===== src/rtl/muldiv_unit.sv =====
// -----------------------------------------------------------------------------
// muldiv_unit
//
// Iterative multiply/divide unit with architectural HI/LO registers, placed
// next to the ALU in the EXE stage. MULT/MULTU/DIV/DIVU take one radix-2 step
// per cycle (shift-add multiply, restoring divide) followed by a sign-fix
// cycle. MTHI/MTLO and divide-by-zero finish in one cycle. While an operation
// is in flight, busy asks the pipeline controller to stall.
//
// Handshake: start is a request that the controller holds (together with op,
// a and b) until it is accepted. It is accepted only on a rising edge where
// the FSM is in IDLE and flush is low; starts seen in ITER, FIX or DONE are
// dropped, so the controller keeps the instruction held while busy/done. done
// is a single-cycle completion pulse with no backpressure, and hi/lo already
// hold the result in that cycle.
//
// Ports:
//   clock        system clock, rising edge
//   reset        synchronous, active-high reset
//   start        operation request (sampled only in IDLE)
//   op[2:0]      000 MULT, 001 MULTU, 010 DIV, 011 DIVU, 100 MTHI, 101 MTLO
//   a, b         operands (a is also the MTHI/MTLO data)
//   flush        abort the in-flight operation
//   busy         high in ITER and FIX
//   done         one-cycle completion pulse
//   div_by_zero  qualified by done; divide with b == 0
//   hi, lo       architectural HI/LO registers
// -----------------------------------------------------------------------------
module muldiv_unit #(
    parameter int               WIDTH      = 32,
    parameter logic [WIDTH-1:0] HILO_RESET = '0
) (
    input  logic             clock,
    input  logic             reset,
    input  logic             start,
    input  logic [2:0]       op,
    input  logic [WIDTH-1:0] a,
    input  logic [WIDTH-1:0] b,
    input  logic             flush,
    output logic             busy,
    output logic             done,
    output logic             div_by_zero,
    output logic [WIDTH-1:0] hi,
    output logic [WIDTH-1:0] lo
);

    localparam int             CW   = $clog2(WIDTH);
    localparam logic [CW-1:0]  LAST = CW'(WIDTH - 1);

    localparam logic [2:0] OP_MTHI = 3'b100;
    localparam logic [2:0] OP_MTLO = 3'b101;

    typedef enum logic [1:0] {
        IDLE = 2'd0,
        ITER = 2'd1,
        FIX  = 2'd2,
        DONE = 2'd3
    } state_t;

    // state_q is the FSM state observable by checkers
    state_t state_q;
    state_t state_next;

    logic [2*WIDTH-1:0] acc;       // {remainder, quotient} or running product
    logic [WIDTH-1:0]   opnd;      // divisor magnitude or multiplicand magnitude
    logic [CW-1:0]      count;
    logic               div_q;
    logic               neg_res_q; // negate product / quotient
    logic               neg_rem_q; // negate remainder
    logic               dbz_q;

    // ---------------- request decode (meaningful only in IDLE) ----------------
    logic             signed_op;
    logic             b_zero;
    logic             req;
    logic             go_iter;
    logic             go_dz;
    logic             go_mthi;
    logic             go_mtlo;
    logic [WIDTH-1:0] abs_a;
    logic [WIDTH-1:0] abs_b;

    always_comb begin
        signed_op = ~op[0];
        b_zero    = (b == '0);
        req       = (state_q == IDLE) && start && !flush;
        go_iter   = req && !op[2] && !(op[1] && b_zero);
        go_dz     = req && !op[2] && op[1] && b_zero;
        go_mthi   = req && (op == OP_MTHI);
        go_mtlo   = req && (op == OP_MTLO);
        abs_a     = (signed_op && a[WIDTH-1]) ? -a : a;
        abs_b     = (signed_op && b[WIDTH-1]) ? -b : b;
    end

    // ---------------- one iteration step ----------------
    logic [WIDTH:0]     mul_sum;
    logic [2*WIDTH-1:0] mul_next;
    logic [WIDTH:0]     rem_shift;
    logic [WIDTH:0]     rem_diff;
    logic [2*WIDTH-1:0] div_next;

    always_comb begin
        // Shift-add: add multiplicand into the upper half when the current
        // multiplier LSB is set, keep the carry, then shift right by one.
        mul_sum   = {1'b0, acc[2*WIDTH-1:WIDTH]} + {1'b0, (acc[0] ? opnd : '0)};
        mul_next  = {mul_sum, acc[WIDTH-1:1]};
        // Restoring divide: bring in the next dividend bit, trial subtract;
        // a clear borrow bit means the subtraction stands and q bit is 1.
        rem_shift = {acc[2*WIDTH-1:WIDTH], acc[WIDTH-1]};
        rem_diff  = rem_shift - {1'b0, opnd};
        if (!rem_diff[WIDTH]) begin
            div_next = {rem_diff[WIDTH-1:0], acc[WIDTH-2:0], 1'b1};
        end else begin
            div_next = {rem_shift[WIDTH-1:0], acc[WIDTH-2:0], 1'b0};
        end
    end

    // ---------------- sign fix-up ----------------
    logic [2*WIDTH-1:0] prod_fix;
    logic [WIDTH-1:0]   quo_fix;
    logic [WIDTH-1:0]   rem_fix;
    logic [WIDTH-1:0]   fix_hi;
    logic [WIDTH-1:0]   fix_lo;

    always_comb begin
        prod_fix = neg_res_q ? -acc : acc;
        quo_fix  = neg_res_q ? -acc[WIDTH-1:0] : acc[WIDTH-1:0];
        rem_fix  = neg_rem_q ? -acc[2*WIDTH-1:WIDTH] : acc[2*WIDTH-1:WIDTH];
        fix_hi   = div_q ? rem_fix : prod_fix[2*WIDTH-1:WIDTH];
        fix_lo   = div_q ? quo_fix : prod_fix[WIDTH-1:0];
    end

    // ---------------- FSM: state register ----------------
    always_ff @(posedge clock) begin
        if (reset) begin
            state_q <= IDLE;
        end else begin
            state_q <= state_next;
        end
    end

    // ---------------- FSM: next state ----------------
    always_comb begin
        state_next = state_q;
        case (state_q)
            IDLE: begin
                if (go_iter) begin
                    state_next = ITER;
                end else if (go_dz || go_mthi || go_mtlo) begin
                    state_next = DONE;
                end
            end
            ITER: begin
                if (flush) begin
                    state_next = IDLE;
                end else if (count == LAST) begin
                    state_next = FIX;
                end
            end
            FIX:     state_next = flush ? IDLE : DONE;
            DONE:    state_next = IDLE;
            default: state_next = IDLE;
        endcase
    end

    // ---------------- FSM: outputs ----------------
    always_comb begin
        busy        = (state_q == ITER) || (state_q == FIX);
        done        = (state_q == DONE);
        div_by_zero = (state_q == DONE) && dbz_q;
    end

    // ---------------- datapath and HI/LO ----------------
    always_ff @(posedge clock) begin
        if (reset) begin
            hi        <= HILO_RESET;
            lo        <= HILO_RESET;
            acc       <= '0;
            opnd      <= '0;
            count     <= '0;
            div_q     <= 1'b0;
            neg_res_q <= 1'b0;
            neg_rem_q <= 1'b0;
            dbz_q     <= 1'b0;
        end else begin
            dbz_q <= go_dz;
            case (state_q)
                IDLE: begin
                    if (go_iter) begin
                        div_q     <= op[1];
                        neg_res_q <= signed_op && (a[WIDTH-1] != b[WIDTH-1]);
                        neg_rem_q <= signed_op && a[WIDTH-1];
                        count     <= '0;
                        if (op[1]) begin
                            acc  <= {{WIDTH{1'b0}}, abs_a};
                            opnd <= abs_b;
                        end else begin
                            acc  <= {{WIDTH{1'b0}}, abs_b};
                            opnd <= abs_a;
                        end
                    end
                    if (go_mthi) hi <= a;
                    if (go_mtlo) lo <= a;
                end
                ITER: begin
                    acc   <= div_q ? div_next : mul_next;
                    count <= count + 1'b1;
                end
                FIX: begin
                    // hi and lo update together on the FIX->DONE edge only
                    if (!flush) begin
                        hi <= fix_hi;
                        lo <= fix_lo;
                    end
                end
                default: ;
            endcase
        end
    end

endmodule


===== config.mk =====
export PLATFORM = sky130hd
export DESIGN_NAME = muldiv_unit
export DESIGN_NICKNAME = d
export VERILOG_FILES = /design/src/rtl/muldiv_unit.sv
export SDC_FILE = /design/constraint.sdc
export NUM_CORES = 1
export LEC_CHECK = 0
export ABC_CLOCK_PERIOD_IN_PS = 4900
export CAP_MARGIN = 10
export CORE_MARGIN = 10
export CORE_UTILIZATION = 35
export DETAILED_ROUTE_END_ITERATION = 8
export SYNTH_ARGS = -nofsm -noshare
export SYNTH_HDL_FRONTEND = slang
export SYNTH_SLANG_ARGS = --single-unit

===== constraint.sdc =====
create_clock -name clock -period 4.9 [get_ports clock]
set_input_delay 0.735 -clock clock [delete_from_list [all_inputs] [get_ports clock]]
set_output_delay 0.735 -clock clock [all_outputs]
set_load 0.01 [all_outputs]

# After elaboration in Yosys (flattened, before gate mapping)
# Index checks and enable logic that the tools add are counted.
# totals
word_cells	88
inputBits	71
output_inout_bits	67
register_bits	171
# classes
addsub	8
bitwise	1
mux	28
eq_ne	13
reduce_logical	28
# ops
cell	n
$mux W32	13
$mux W64	4
$neg A32 Y32	4
$pmux W32 S2	2
$pmux W64 S2	1
$neg A64 Y64	1
$add A32 B32 Y33	1
$sub A33 B32 Y33	1
$logic_not A32 Y1	1
$logic_and A1 B1 Y1	13
$mux W2	5
$pmux W5 S2	1
$ne A2 B2 Y1 const B	4
$pmux W2 S4	1
$eq A3 B3 Y1 const B	2
$reduce_and A2 Y1	3
$reduce_and A3 Y1	2
$add A5 B1 Y5 const B	1
$eq A5 B5 Y1 const B	1
$mux W5	1
$eq A2 B2 Y1 const B	2
$reduce_bool A2 Y1	2
$logic_not A1 Y1	3
$logic_or A1 B1 Y1	3
other kinds (6)	6

# Logic depth before layout (Yosys ltp)
# logic_depth
depth_word	11
ltp_mapped	13
mapped_depth_nobuf	13

# Worst setup path before layout
# No wires, ideal clock.
# synth_timing
path_type	in2reg
from	input port b[1]
to	register acc[35]
required_ns	4.771
path_slack_ns	1.322
cell_stages	12
arrival_ns	3.449
setup_time_ns	0.129
n_path_buf	2
cell_sequence	inv_1 > ha_1 > or4b_2 > nor4_2 > nand3b_1 > o21ai_2 > a211oi_1 > and2_1 > clkbuf_1 > clkbuf_1 > a32oi_1 > o21ai_0
# synth_via
elab_chain_len	6
# synth_lines
item	line_no	rtl
start, declared	38	input logic [WIDTH-1:0] b,
$logic_not A32 Y1	85	b_zero = (b == '0);
$logic_and A1 B1 Y1	87	go_iter = req && !op[2] && !(op[1] && b_zero);
$logic_not A1 Y1	87	
$logic_and A1 B1 Y1	87	
$ne A2 B2 Y1 (no line)	n/a	
$reduce_and A2 Y1 (no line)	n/a	
end signal, assigned	195	acc <= {{WIDTH{1'b0}}, abs_a};
end signal, assigned	198	acc <= {{WIDTH{1'b0}}, abs_b};
end signal, assigned	206	acc <= div_q ? div_next : mul_next;
end, declared	64	logic [2*WIDTH-1:0] acc;
# Every way passes these cells.
# A chain may end at the register's enable or synchronous reset.

# Worst setup path after layout
# layout_timing
from	register acc[31]
to	register acc[50]
# layout_via
elab_chain_len	4
# layout_lines
item	line_no	rtl
$sub A33 B32 Y33	110	rem_diff = rem_shift - {1'b0, opnd};
$mux W64	111	if (!rem_diff[WIDTH]) begin
$mux W64	206	
$pmux W64 S2	187	case (state_q)
# Every way passes these cells.

==> flow_summary.json <==
{
  "clock_tree.root_cell": "sky130_fd_sc_hd__clkbuf_16",
  "post_syn_area_per_cell_um2": 7.28,
  "detail_route.first_pass.iterations": 5,
  "synth.yosys.seq_area_share_pct": 23.4,
  "worstSetupEndpointType": "register",
  "critical_path_buf_inv_count": 3,
  "required_ns": 5.21,
  "unrepaired_setup_endpoints_after_global_routing": "no",
  "grt-ovfl-total": 0,
  "postSynthCellCount": 2012,
  "die_ar_um2": 50500,
  "post_synthesis_register_bit_count": 171,
  "clock_power_share_pct": 22.8,
  "clk_latency_ns": 0.45,
  "final.setup.tns_ns": 0,
  "number_of_port_buffers": 137,
  "layout_common_cells": "sky130_fd_sc_hd__nor2_1 (317), sky130_fd_sc_hd__a21oi_1 (186), sky130_fd_sc_hd__dfxtp_1 (170)",
  "synth_edf_count": 0,
  "criticalPathCategory": "reg2reg",
  "internal-power_uw": 3660,
  "via_count": 15400,
  "outcome": "finished, final reports clean",
  "cellPowerDensity_nw_per_um2": 382,
  "largest_family_of_logic_cells_by_synthesized_area": "compound AO/OA/AOI/OAI gates",
  "antenna_cells_inserted": 0,
  "fraction_of_synthesized_cell_area_in_xor_and_xnor_cells_pct": 9.56,
  "tightest_slew_ns": 1.12,
  "postRouteWirelength_mm": 58.4,
  "numCtsBuffers": 17,
  "switching_power_as_a_share_of_total_power_pct": 44.3,
  "timing.critical_path.fanout_max": 18,
  "compound_gate_portion_of_the_synthesized_area_pct": 27.6,
  "grt_use_total_pct": 22.3,
  "report.final.slew_viol_count": 0,
  "cts.clk_slew.worst_paths_ns": 0.07,
  "peakVddDrop_uv": 251,
  "combPwrFrac_pct": 48.7,
  "synth.area.mux_share_pct": 5.80,
  "htreeDepth": 4,
  "worst_clock_skew_ns": 0.0198,
  "timing.critical_path.depth": 14,
  "post-layout-total-power_uw": 6570,
  "normalized_max_slew_margin_pct": 25.3,
  "remaining_drc_errors": 0,
  "max_clock_freq_ghz": 0.232,
  "yosys.area_share.adder_pct": 6.68,
  "cts_setup_buffers": 0,
  "globalplace.congestion": 0.962,
  "mappedNetlistArea_um2": 14700,
  "ff2ff_path_depth": 14,
  "nNetsFinal": 2231,
  "start_util_pct": 35.6,
  "total_leakage_power_uw": 0.00666,
  "ios": 138,
  "worst_setup_path_start_kind": "register",
  "chipWidth_um": 225,
  "die_height_um": 225,
  "final-hold-violation-count": 0,
  "clock-sinks": 171,
  "finalSetupViolations": 0,
  "synth-main-ff-cell": "sky130_fd_sc_hd__dfxtp_1",
  "post_drt_via_cell_ratio": 5.86,
  "switchingPower_uw": 2910,
  "power.sequential.fraction_pct": 28.5,
  "asyncSetResetFlopFracSynth_pct": 0,
  "net_count_of_the_mapped_netlist": 2160,
  "post-dp-hpwl_mm": 46.3,
  "clockBufferDepth": 2,
  "initial_antenna_violation_count": 0,
  "grt_start_max_net_pins": 87,
  "grt_pass1_vias": 14300,
  "timing.final.crit_share_pct": 87.8,
  "timing.final.crit_period_ns": 4.30,
  "cts_tree": "done",
  "yosys.area_share.simple_pct": 21.6,
  "cp_data_arrival_time_ns": 4.61,
  "rows": 74,
  "wl_per_cell_um": 22.2,
  "hold-path-cell-count": 2,
  "floorplan.core_area_um2": 41100,
  "area_growth_syn_to_layout_pct": 17.4,
  "worstPathCellList": "inv_1, ha_1, fa_1, nor2b_1, o31ai_1, buf_4, a211oi_1, nor2_1, o2111ai_1, a21oi_1, nor2_4, buf_12, mux2i_1, o221ai_1",
  "detail_route.iter0.violations": 1689,
  "layout.cells.most_common": "sky130_fd_sc_hd__nor2_1",
  "filler_cell_count": 4275,
  "timing.critical_path.slowest_stage_cell": "sky130_fd_sc_hd__o2111ai_1",
  "first_pass_grt_wire_length_mm": 87.9,
  "yosysWarningCount": 0,
  "synth.lib_cells_used.distinct": 74,
  "holdBufCountCts": 0,
  "cts_resized": 0,
  "critPathTopFamily": "compound AO/OA/AOI/OAI gates",
  "hold_path.class": "reg2reg",
  "worst_path_largest_cell_delay_ns": 0.46,
  "antenna_violating_nets_post_route": 0,
  "count_of_maximum_capacitance_violations": 0,
  "layout-drive-gt1-share_pct": 6.54
}
[synthesized netlist by cell type, drive strengths merged (5+ instances only)]
library cell  count  area, um2
a2111oi           5       43.8
a211o             9       78.8
a211oi          109        818
a21boi            7       52.6
a21o             32        240
a21oi           186        931
a221oi            5       43.8
a22oi            23        173
a311oi            6       52.6
a31oi            28        175
and2             12       75.1
and3             19        119
buf              10       52.6
clkbuf          122        458
dfxtp           171       3420
ha               75        938
inv              74        278
mux2             23        259
mux2i            59        591
nand2           121        454
nand2b           18        113
nand3            25        125
nand3b            5       37.5
nand4             7       43.8
nor2            319       1200
nor2b            20        125
nor3             65        325
nor4             22        144
o211ai           13       97.6
o21a             13        105
o21ai           115        583
o21bai            7       52.6
o221ai            5       43.8
o311ai            5       43.8
o31ai            24        185
o41ai            11        119
or2              13       81.3
or3              21        136
or4              13        105
xnor2            83        727
xor2             77        674
[final timing paths]
check | from | endpoint | slack [ns]
worst max register to register | acc[31] | acc[50] | 0.60
worst max-delay path | acc[31] | acc[50] | 0.60
worst min register to register | lo[5] | lo[5] | 0.46
worst min-delay path | lo[5] | lo[5] | 0.46
[layer usage]
metal,GRT usage [%],up-vias,routed length (um)
met1,31.7,7259,27200
met5,0,-,0
met2,32.8,642,24400
met4,6.93,0,1590
li1,-,7410,-
met3,4.89,79,5260
[through the flow]
step	cell area, um2	setup slack (ns)	hold WS, ns	util (%)	instances
after detailed placement	16600	0.520	0.451	40.3	2596
after global placement	16600	0.621	0.443	40.3	2596
final	17200	0.598	0.461	41.9	2628
after global routing	17200	0.504	0.484	41.9	2628
after floorplan	14700	1.32	0.432	-	2012
after CTS	17200	0.692	0.462	41.9	2628
[sequential cells by signal, indices dropped and copies added (netlist names)]
signal / count
acc: 64
count: 5
dbz_q: 1
div_q: 1
hi: 32
lo: 32
neg_rem_q: 1
neg_res_q: 1
opnd: 32
state_q: 2
[power by group through the flow]
stage	sequential [uW]	clock, uW	combinational [uW]
6_report	1870	1500	3200
5_1_grt	1890	1570	3460
4_1_cts	1860	1520	3170
3_5_place_dp	1890	0	3150
3_3_place_gp	1880	0	3140
2_1_floorplan	1830	0	2050
[tightest hold or removal path, stage by stage (launching register included)]
cell	delay [ns]
sky130_fd_sc_hd__dfxtp_1	0.31
sky130_fd_sc_hd__nand2_1	0.05
sky130_fd_sc_hd__a21oi_1	0.05
[cell type report]
| cell class | count | area, um2 | area share (%) |
|---|---|---|---|
| multi-input combinational | 1634 | 10500 | 60.9 |
| sequential | 171 | 3420 | 19.9 |
| timing repair buffer | 184 | 1730 | 10.0 |
| tap | 532 | 666 | 3.87 |
| clock buffer | 18 | 429 | 2.49 |
| inverter | 75 | 282 | 1.64 |
| clock inverter | 14 | 199 | 1.16 |
[cell families (layout without fill, tap and decap cells)]
group / count (synthesis) / after routing
AND/OR/NAND/NOR: 689 / 689
AO/OA/AOI/OAI: 626 / 626
buffers and inverters: 207 / 291
flip-flops: 171 / 171
XOR/XNOR: 160 / 160
multiplexers: 82 / 82
adder cells (fa/ha/maj): 77 / 77
No activity file was read; power rests on OpenSTA's default activity.
